`src/rtl/midi_voice_alloc.sv`:
```
// midi_voice_alloc: steers MIDI note-on / note-off / all-notes-off messages
// to a parallel bank of NUM_VOICES voices, tracking which voice owns which note.
// Build option: define VOICE_RR_EN for round-robin note-on allocation
// (scan starts after the last allocated voice); otherwise lowest index first.
module midi_voice_alloc #(
  parameter int NUM_VOICES = 4,
  parameter int VIDX_W     = 2
) (
  input  logic                  CLK,
  input  logic                  RST,
  input  logic [23:0]           MIDI_MSG,
  input  logic                  MIDI_MSG_RDY,
  output logic                  MIDI_BUSY,
  output logic                  OVERRUN,
  input  logic [NUM_VOICES-1:0] VOICE_ACTIVE,
  output logic [23:0]           VOICE_MSG,
  output logic [NUM_VOICES-1:0] VOICE_MSG_RDY,
  output logic                  DROP
);
  typedef enum logic [1:0] {IDLE, SCAN, ISSUE} state_t;
  typedef enum logic [1:0] {C_NONE, C_ON, C_OFF, C_ALL} cls_t;

  localparam logic [VIDX_W-1:0] LAST = VIDX_W'(NUM_VOICES - 1);
  localparam logic [NUM_VOICES-1:0] ONE = NUM_VOICES'(1);

  state_t                     state;
  cls_t                       cls, in_cls;
  logic [23:0]                msg;
  logic [NUM_VOICES-1:0]      alloc;
  logic [NUM_VOICES-1:0][7:0] note;
  logic [VIDX_W-1:0]          idx, cnt, hit_idx, last_alloc, on_start, fin_idx;
  logic                       hit_found, cur_hit, fin_found;

  // Decode the incoming message; only channel-0 status bytes are recognised.
  always_comb begin
    in_cls = C_NONE;
    if (MIDI_MSG[23:16] == 8'h90 && MIDI_MSG[7:0] != 8'h00)
      in_cls = C_ON;
    else if (MIDI_MSG[23:16] == 8'h80 || MIDI_MSG[23:16] == 8'h90)
      in_cls = C_OFF;
    else if (MIDI_MSG[23:16] == 8'hB0 && MIDI_MSG[15:8] == 8'h7B)
      in_cls = C_ALL;
  end

`ifdef VOICE_RR_EN
  // Start just past the last allocated voice so releasing voices get time to finish.
  assign on_start = (last_alloc == LAST) ? '0 : last_alloc + 1'b1;
`else
  // Lowest-index-first; last_alloc is still tracked but not consulted.
  logic rr_unused;
  assign on_start  = '0;
  assign rr_unused = ^last_alloc;
`endif

  // Hit test for the voice visited this cycle, plus the final result on the last visit.
  always_comb begin
    if (cls == C_ON) cur_hit = !alloc[idx] && !VOICE_ACTIVE[idx];
    else             cur_hit = alloc[idx] && (note[idx] == msg[15:8]);
    fin_found = hit_found || cur_hit;
    fin_idx   = hit_found ? hit_idx : idx;
  end

  // Control FSM with registered outputs; ownership table updates on issue.
  always_ff @(posedge CLK) begin
    if (RST) begin
      state         <= IDLE;
      cls           <= C_NONE;
      msg           <= '0;
      alloc         <= '0;
      note          <= '0;
      idx           <= '0;
      cnt           <= '0;
      hit_idx       <= '0;
      hit_found     <= 1'b0;
      last_alloc    <= LAST;
      MIDI_BUSY     <= 1'b0;
      OVERRUN       <= 1'b0;
      VOICE_MSG     <= '0;
      VOICE_MSG_RDY <= '0;
      DROP          <= 1'b0;
    end else begin
      VOICE_MSG_RDY <= '0;
      DROP          <= 1'b0;
      // Anything arriving while not idle is discarded and flagged.
      OVERRUN       <= MIDI_MSG_RDY && (state != IDLE);
      case (state)
        IDLE: begin
          if (MIDI_MSG_RDY) begin
            msg       <= MIDI_MSG;
            cls       <= in_cls;
            cnt       <= '0;
            hit_found <= 1'b0;
            case (in_cls)
              C_ON: begin
                idx       <= on_start;
                state     <= SCAN;
                MIDI_BUSY <= 1'b1;
              end
              C_OFF: begin
                idx       <= '0;
                state     <= SCAN;
                MIDI_BUSY <= 1'b1;
              end
              C_ALL: begin
                state         <= ISSUE;
                MIDI_BUSY     <= 1'b1;
                VOICE_MSG     <= MIDI_MSG;
                VOICE_MSG_RDY <= '1;
                alloc         <= '0;
              end
              default: ;
            endcase
          end
        end
        SCAN: begin
          if (cur_hit && !hit_found) begin
            hit_found <= 1'b1;
            hit_idx   <= idx;
          end
          idx <= (idx == LAST) ? '0 : idx + 1'b1;
          cnt <= cnt + 1'b1;
          // Fixed-length scan: resolve on the final visit so the issue is registered.
          if (cnt == LAST) begin
            state     <= ISSUE;
            VOICE_MSG <= msg;
            if (cls == C_ON) begin
              if (fin_found) begin
                VOICE_MSG_RDY  <= ONE << fin_idx;
                alloc[fin_idx] <= 1'b1;
                note[fin_idx]  <= msg[15:8];
                last_alloc     <= fin_idx;
              end else begin
                DROP <= 1'b1;
              end
            end else if (fin_found) begin
              VOICE_MSG_RDY  <= ONE << fin_idx;
              alloc[fin_idx] <= 1'b0;
            end
          end
        end
        ISSUE: begin
          state     <= IDLE;
          MIDI_BUSY <= 1'b0;
        end
        default: state <= IDLE;
      endcase
    end
  end
endmodule

```
`config.mk`:
```
export PLATFORM = sky130hd
export DESIGN_NAME = midi_voice_alloc
export DESIGN_NICKNAME = d
export VERILOG_FILES = /design/src/rtl/midi_voice_alloc.sv
export SDC_FILE = /design/constraint.sdc
export NUM_CORES = 1
export LEC_CHECK = 0
export CAP_MARGIN = 20
export CORE_ASPECT_RATIO = 0.7
export CORE_MARGIN = 4
export CORE_UTILIZATION = 49
export CTS_BUF_LIST = sky130_fd_sc_hd__clkbuf_4
export CTS_CLUSTER_DIAMETER = 50
export DETAILED_ROUTE_END_ITERATION = 16
export PLACE_DENSITY = 0.78
export SETUP_SLACK_MARGIN = 0.1
export SYNTH_ARGS = -nofsm -noshare
export SYNTH_HDL_FRONTEND = slang
export SYNTH_SLANG_ARGS = --single-unit
```
`constraint.sdc`:
```
create_clock -name CLK -period 2.75 [get_ports CLK]
set_input_delay 0.55 -clock CLK [delete_from_list [all_inputs] [get_ports CLK]]
set_output_delay 0.55 -clock CLK [all_outputs]
set_load 0.02 [all_outputs]
```
==> results.toml <==
[clocking]
cts-buffers-inserted = 9
numClockSinks = 102
clock_path_buffers = 2
clk_pin_slew_ns = 0.15
hold_buffers = 0
root_buffer = "clkbuf_4"
cts-htree-levels = 3
clkLatencyLatePin_ns = 0.46
cts_tree = "done"

[final_layout]
layout.cells.non_filler = 756
final_cell_mix = "106 x nand2_1, 101 x dfxtp_1, 60 x nor2_1"
drive_above_1_share_pct = 15.7
fin_nets = 662
antenna_cells = 0
mostFrequentLayoutCell = "nand2_1"
utilization_pct = 64.5
syn_to_final_growth_pct = 26.8

[timing]
slew_headroom_pct = 61.2
layout_setup_ws_ns = 0.0660
period_share_pct = 97.6
skew_ns = 0.0119
setup_viol = 0
hold_ws_ns = 0.427
worst_pin_slew_ns = 0.580
fmax_mhz = 373
tns_ns = 0
fin_crit_ns = 2.68
hold_viol_final = 0
rsz0062_at_grt = "true"
drv_slew = 0

[place]
port_buffers = 61
dpl_worst_slack_ns = -0.773
gp_congestion = 0.931
dpl.hpwl_mm = 8.24
post-place-cells = 734

[floorplanning]
fp.coreArea_um2 = 9140
io_pins = 62
dieArea_um2 = 11100
die_w_um = 124
initial_core_util_pct = 50.9
fp.dieH_um = 89.5
rows = 29

[power_and_ir_drop]
power_density_nw_per_um2 = 422
vdd_ir_drop_max_uv = 270
p_leak_nw = 2.30

[route]
drtIter0Drc = 360
drc = 0
ant_nets = 0
first_pass_iters = 4
wl_per_cell_um = 15.8
via_per_inst = 5.43
drt-total-wl_mm = 11.9
vias = 4103

[yosys]
synth-seq-area-share_pct = 43.9
synth_cells = 552
synth_top_area_share_pct = 43.9
synth_top_flop_cell = "dfxtp_1"
synth_top_area_cell = "dfxtp_1"
netlist_top_cells_area = "dfxtp_1 44%, mux2i_1 11%, nand2_1 8.6%, nor2_1 5.3%, a311oi_1 4.5%"
synthArstFlopShare_pct = 0
syn_area_um2 = 4650
synth_nets = 587
syn_avg_cell_area_um2 = 8.43
yosys.cell_types.count = 48
synth-seq-cells = 102
synth_warnings = 0
synth_edf_count = 0

[outcome]
status = "complete, no violations"

[global_routing]
grt_pass1_wl_mm = 19.8
grt_pass1_vias = 4015
overflow = 0
antenna_found_initial = 0
grt_usage_pct = 21.9
grt_max_degree = 88

[critical_path]
startpoint_type = "input port"
critPathKind = "in2reg"
cp.required_ns = 3.14
end_kind = "flop"
crit_path_max_fanout = 8
crit_arrival_ns = 3.07

[run]
cap_viol_max_count = 0

[worst_hold_path]
min_path_type = "in2reg"
## cell type report
cell class	instances	area (um2)
Fill cell	783	3240
Multi-Input combinational cell	391	2500
Sequential cell	102	2050
Timing Repair Buffer	112	1020
Tap cell	124	155
Clock buffer	9	67.6
Clock inverter	7	65.1
Inverter	11	41.3
## routing by layer
metal | GRT usage (%) | part of all wire (%) | vias to the layer above
met2 | 35.7 | 45 | 105
met4 | 4.68 | 0.56 | 0
met5 | 0 | 0 | -
li1 | - | - | 2029
met3 | 5.01 | 6.9 | 7
met1 | 30.0 | 47 | 1962
## Yosys cell counts (2+ instances only)
master and n:
a211oi_1 3, a21oi_1 35, a221oi_1 3, a311oi_1 24
a31oi_1 3, buf_1 2, buf_2 5, buf_6 2
clkbuf_1 38, dfxtp_1 102, ha_1 4, inv_1 11
mux2i_1 49, nand2_1 107, nand2b_1 32, nand3_1 5
nor2_1 66, nor2b_1 3, nor3_1 6, nor3b_1 2
nor4_1 6, o211a_1 3, o32ai_1 4, or3_1 2
xnor2_1 9, xor2_1 4
## where the power goes
| group | switching (mW) | internal [mW] | leakage, nW |
|---|---|---|---|
| logic | 0.107 | 0.102 | 1.40 |
| registers | 0.0237 | 1.50 | 0.827 |
| clock network | 0.489 | 0.271 | 0.0731 |
## kinds of logic (layout without fill, tap and decap cells)
logic type                 Yosys count  count (layout)  share of synthesized area (%)
AOI/OAI and AO/OA                   86              86                           13.3
xor gates and xnor gates            13              13                           2.45
adders and majority gates            4               4                           1.08
buffers and inverters               59             139                           5.30
DFF                                102             102                           43.9
muxes                               50              50                           11.0
and+or+nand+nor                    238             238                           22.9
## path summary, 6_finish.rpt
path,endpoint,startpoint,depth (start not counted),slack (ns)
setup reg to reg,hit_idx[1],idx[1],8,0.23
setup / recovery,note[28],MIDI_MSG[19],17,0.07
hold reg to reg,msg[19],msg[19],2,0.46
hold / removal,msg[19],MIDI_MSG[19],4,0.43
## metrics by stage
step	cell area [um2]	total power, mW
after detailed placement	5610	1.76
after CTS	5820	2.50
final	5900	2.49
after global placement	5610	1.75
after floorplan	4680	1.65
after global routing	5900	2.59
## registers in the layout, summed over array words and instances (netlist names)
register       flops
VOICE_MSG_RDY      4
msg               24
hit_idx            2
hit_found          1
idx                2
VOICE_MSG         24
DROP               1
OVERRUN            1
cnt                2
MIDI_BUSY          1
note              32
cls                2
state              2
alloc              4
## critical path, stage by stage
cell and delay, ns:
buf_8 0.10, nor4_4 0.32, nand4b_1 0.19, buf_4 0.18, nor4_4 0.25, buf_4 0.17
nor2_4 0.03, inv_2 0.07, ha_4 0.12, nand2_2 0.05, nor2_2 0.09, a21oi_2 0.06
nor2_4 0.14, and3_4 0.19, nor2b_4 0.15, buf_8 0.16, mux2i_2 0.23
## repair_timing
action | 4_1_cts | 5_1_grt
gates resized for setup | 28 | 25
buffers inserted | 2 | 4
cloned | 0 | 0
pin swaps | 10 | 10
endpoints found under the setup margin | 40 | 38
No activity file was read; power rests on OpenSTA's default activity.
==> variant 1 (same settings) <==
The 4 values of `cls_t` get a one-hot encoding in 4 bits.
--- a/src/rtl/midi_voice_alloc.sv
+++ b/src/rtl/midi_voice_alloc.sv
@@ -19,5 +19,5 @@
 );
   typedef enum logic [1:0] {IDLE, SCAN, ISSUE} state_t;
-  typedef enum logic [1:0] {C_NONE, C_ON, C_OFF, C_ALL} cls_t;
+  typedef enum logic [3:0] {C_NONE = 4'b0001, C_ON = 4'b0010, C_OFF = 4'b0100, C_ALL = 4'b1000} cls_t;
 
   localparam logic [VIDX_W-1:0] LAST = VIDX_W'(NUM_VOICES - 1);
Check against the original RTL: same outputs for any inputs over 4 cycles, from zero or initial values and one cycle with RST high; so few cycles prove little.
==> variant 1 against the original RTL <==
Worst hold slack improved by 36 ps; die area fell by 1.2%; design area is 4.6% lower; sequential cell count is 2 higher; synthesized area down 1.3%; power grew 7.6%; via count fell by 2.6%; register-to-register slack gained 20 ps; worst setup slack improved by 160 ps; routed wire length fell by 3.0%.
==> variant 1: results (changes against the original RTL) <==
- Synth top area cells: dfxtp_1, mux2i_1, nand2_1 (unchanged)
- Max IR drop VDD: 0.259 mV (was 0.270 mV)
- HPWL Detailed: 8.01 mm (was 8.24 mm)
- Critical path origin: MIDI_MSG[17] (was MIDI_MSG[19])
- DR pass1 iterations: 5 (was 4)
- Dpl ws: -209 ps (was -773 ps)
- Seq/Total Area, Yosys: 0.454 (was 0.439)
- Total Routing Usage GR: 0.217 (was 0.219)
- Worst Skew: 11.1 ps (was 11.9 ps)
- Vias per inst: 5.53 (was 5.43)
- Worst Hold Class: flip-flop to flip-flop (was primary input to flip-flop)
- HP Start: msg[3] (was MIDI_MSG[19])
- Top post-synthesis cells by count: nand2_1, dfxtp_1, nor2_1 (unchanged)
- Compound-cell area share of the yosys netlist: 0.130 (was 0.133)
- CP max stage cell: or3b_2 (was nor4_4)
- WP data arrival: 2880 ps (was 3070 ps)
- Fillers: 798 (was 783)
- Reg2reg end: VOICE_MSG_RDY[1] (was hit_idx[1])
- Placed Area: 5450 µm² (was 5610 µm²)
- Met3 wire length: 698 µm (was 825 µm)
- Status: completed (unchanged)
- Number of DRC violations after detailed-routing iteration 0: 339 (was 360)
- First-pass GRT wire length: 18.8 mm (was 19.8 mm)
- CP Max Fanout: 5 (was 8)
- Crit path to: VOICE_MSG_RDY[3] (was note[28])
- Post-Syn Nets: 567 (was 587)
- Mapped cell area: 4590 µm² (was 4650 µm²)
- WL met1: 5.49 mm (was 5.62 mm)
- R2r setup slk: 250 ps (was 230 ps)
- Worst path max stage delay: 530 ps (was 320 ps)
## variant 1: layer usage
layer  vias to the layer above  global-route usage
li1                       1943                   -
met1                      1913               0.301
met2                       125               0.336
met3                        16              0.0569
met4                         0              0.0603
met5                         -                   0
## variant 1: tightest hold or removal path, delay by kind of cell (launching register included)
kind | cells | cell delay (ps)
DFF | 1 | 340
AOI/OAI and AO/OA | 1 | 50
and+or+nand+nor | 1 | 50
## variant 1: cells by family (layout without fill, tap and decap cells)
family          Yosys count  count (layout)
fa+ha+maj                 2               2
compound gates           82              82
xor+xnor                 14              14
mux                      49              49
buf+inv                  52             117
flops                   104             104
simple gates            231             231
## variant 1: cell type report
| cell class | instances | area share |
|---|---|---|
| well taps | 124 | 0.0276 |
| inverters | 4 | 0.00267 |
| multi-input cells | 378 | 0.404 |
| clock inverters | 4 | 0.0167 |
| flip-flops and latches | 104 | 0.370 |
| clock buffers | 11 | 0.0147 |
| repair buffers | 98 | 0.164 |
## variant 1: how the worst min path moves through the flow
stage	endpoint	slack (ps)	depth (start not counted)
3_5_place_dp	msg[6]	450	2
4_1_cts	msg[6]	470	2
2_1_floorplan	cls[1]	430	2
6_report	msg[3]	460	2
5_1_grt	msg[23]	500	2
3_3_place_gp	cls[1]	440	2
## variant 1: power by group
group / internal (mW) / switching, mW
Sequential: 1.53 / 0.0170
Clock: 0.474 / 0.476
Combinational: 0.0857 / 0.101
Total: 2.09 / 0.593
## variant 1: timing repair
action	4_1_cts	5_1_grt
gates resized for setup	0	2
hold buffers	0	0
endpoints found under the setup margin	0	19
==> variant 2 (same flow settings) <==
Without the edit above. The parameter `VIDX_W` goes from 2 to 4.
--- a/src/rtl/midi_voice_alloc.sv
+++ b/src/rtl/midi_voice_alloc.sv
@@ -5,5 +5,5 @@
 module midi_voice_alloc #(
   parameter int NUM_VOICES = 4,
-  parameter int VIDX_W     = 2
+  parameter int VIDX_W     = 4
 ) (
   input  logic                  CLK,
Function: no difference found for any inputs over 4 cycles, from zero or initial values and one cycle with RST high; that may be too few to reach the edited logic, so the function may still have changed.
==> variant 2 against the original RTL <==
Clock power grew 6.6%; synthesized area rose by 7.1%; cell count is 4.0% higher; design area is 5.4% higher; routed wire length is 9.7% higher; die area grew 6.6%; worst setup slack gained 13 ps; sequential cell count rose by 6; global-route usage fell by 0.41 points; power increased by 5.1%; fmax grew 0.47%; critical endpoint is now alloc[2]; largest cell class unchanged; largest power group unchanged; highest routed layer unchanged.
==> variant 2: results (changes against the original RTL) <==
- DR pass1 iterations: 5 (was 4)
- Inverters: 6 (was 11)
- Reg2Reg Depth: 7 (was 8)
- Logic gate share of total power: 0.078 (was 0.084)
- Inst Count DP: 765 (was 734)
- Status: completed (unchanged)
- Post-synth cell types: 46 (was 48)
- Combinational gate power: 0.205 mW (was 0.209 mW)
- Met2 wire len: 6.07 mm (was 5.41 mm)
- Max IR drop VDD: 0.252 mV (was 0.270 mV)
- Clock network share of area: 0.0221 (was 0.0225)
- Placed Area: 5930 µm² (was 5610 µm²)
- Adder-Cell Fraction of Synth Area: 0.0100 (was 0.0108)
- Synth Area in XOR/XNOR: 0.0281 (was 0.0245)
- Post-Syn Instances: 576 (was 552)
- Hold Path Stages: 3 (was 4)
- WL met1: 5.95 mm (was 5.62 mm)
- Fraction of synthesized area in multiplexers: 0.114 (was 0.110)
- Dpl ws: -475 ps (was -773 ps)
- Layout non-clock buf frac: 0.162 (was 0.173)
- Clock buf count: 10 (was 9)
- Largest net degree at the start of global routing: 49 (was 88)
- Lkg Pwr: 2.40 nW (was 2.30 nW)
- Top post-synthesis cells by count: nand2_1, dfxtp_1, nor2_1 (unchanged)
- Nets: 688 (was 662)
- #FFs+latches synth: 108 (was 102)
- Worst Skew: 13.4 ps (was 11.9 ps)
- Drt total wl: 13.1 mm (was 11.9 mm)
- Post-Syn Nets: 611 (was 587)
## variant 2: cell types whose count changed after synthesis, moves of 5 or more
| cell | change |
|---|---|
| nand2b_1 | +21 |
| clkbuf_1 | -8 |
| a21oi_1 | +5 |
| dfxtp_1 | +6 |
| inv_1 | -5 |
| nor2_1 | -12 |
## variant 2: critical path: stages (launching register included)
cell,delay [ps]
dfxtp_4,400
buf_4,140
mux4_2,500
xor2_1,160
or4_4,560
o21a_1,270
nor4_1,460
a211o_1,160
## variant 2: path summary, 6_finish.rpt
path | from | to | slack (ps)
setup reg to reg | idx[0] | alloc[2] | 80
hold / removal | MIDI_MSG[19] | msg[19] | 380
hold reg to reg | msg[20] | msg[20] | 470
setup / recovery | idx[0] | alloc[2] | 80
## variant 2: what timing repair did
item                                    in CTS  in global routing
pin swaps                                    6                  6
setup buffers                                2                  2
gates resized for setup                     11                 13
endpoints found under the setup margin      46                 66
cloned                                       0                  1
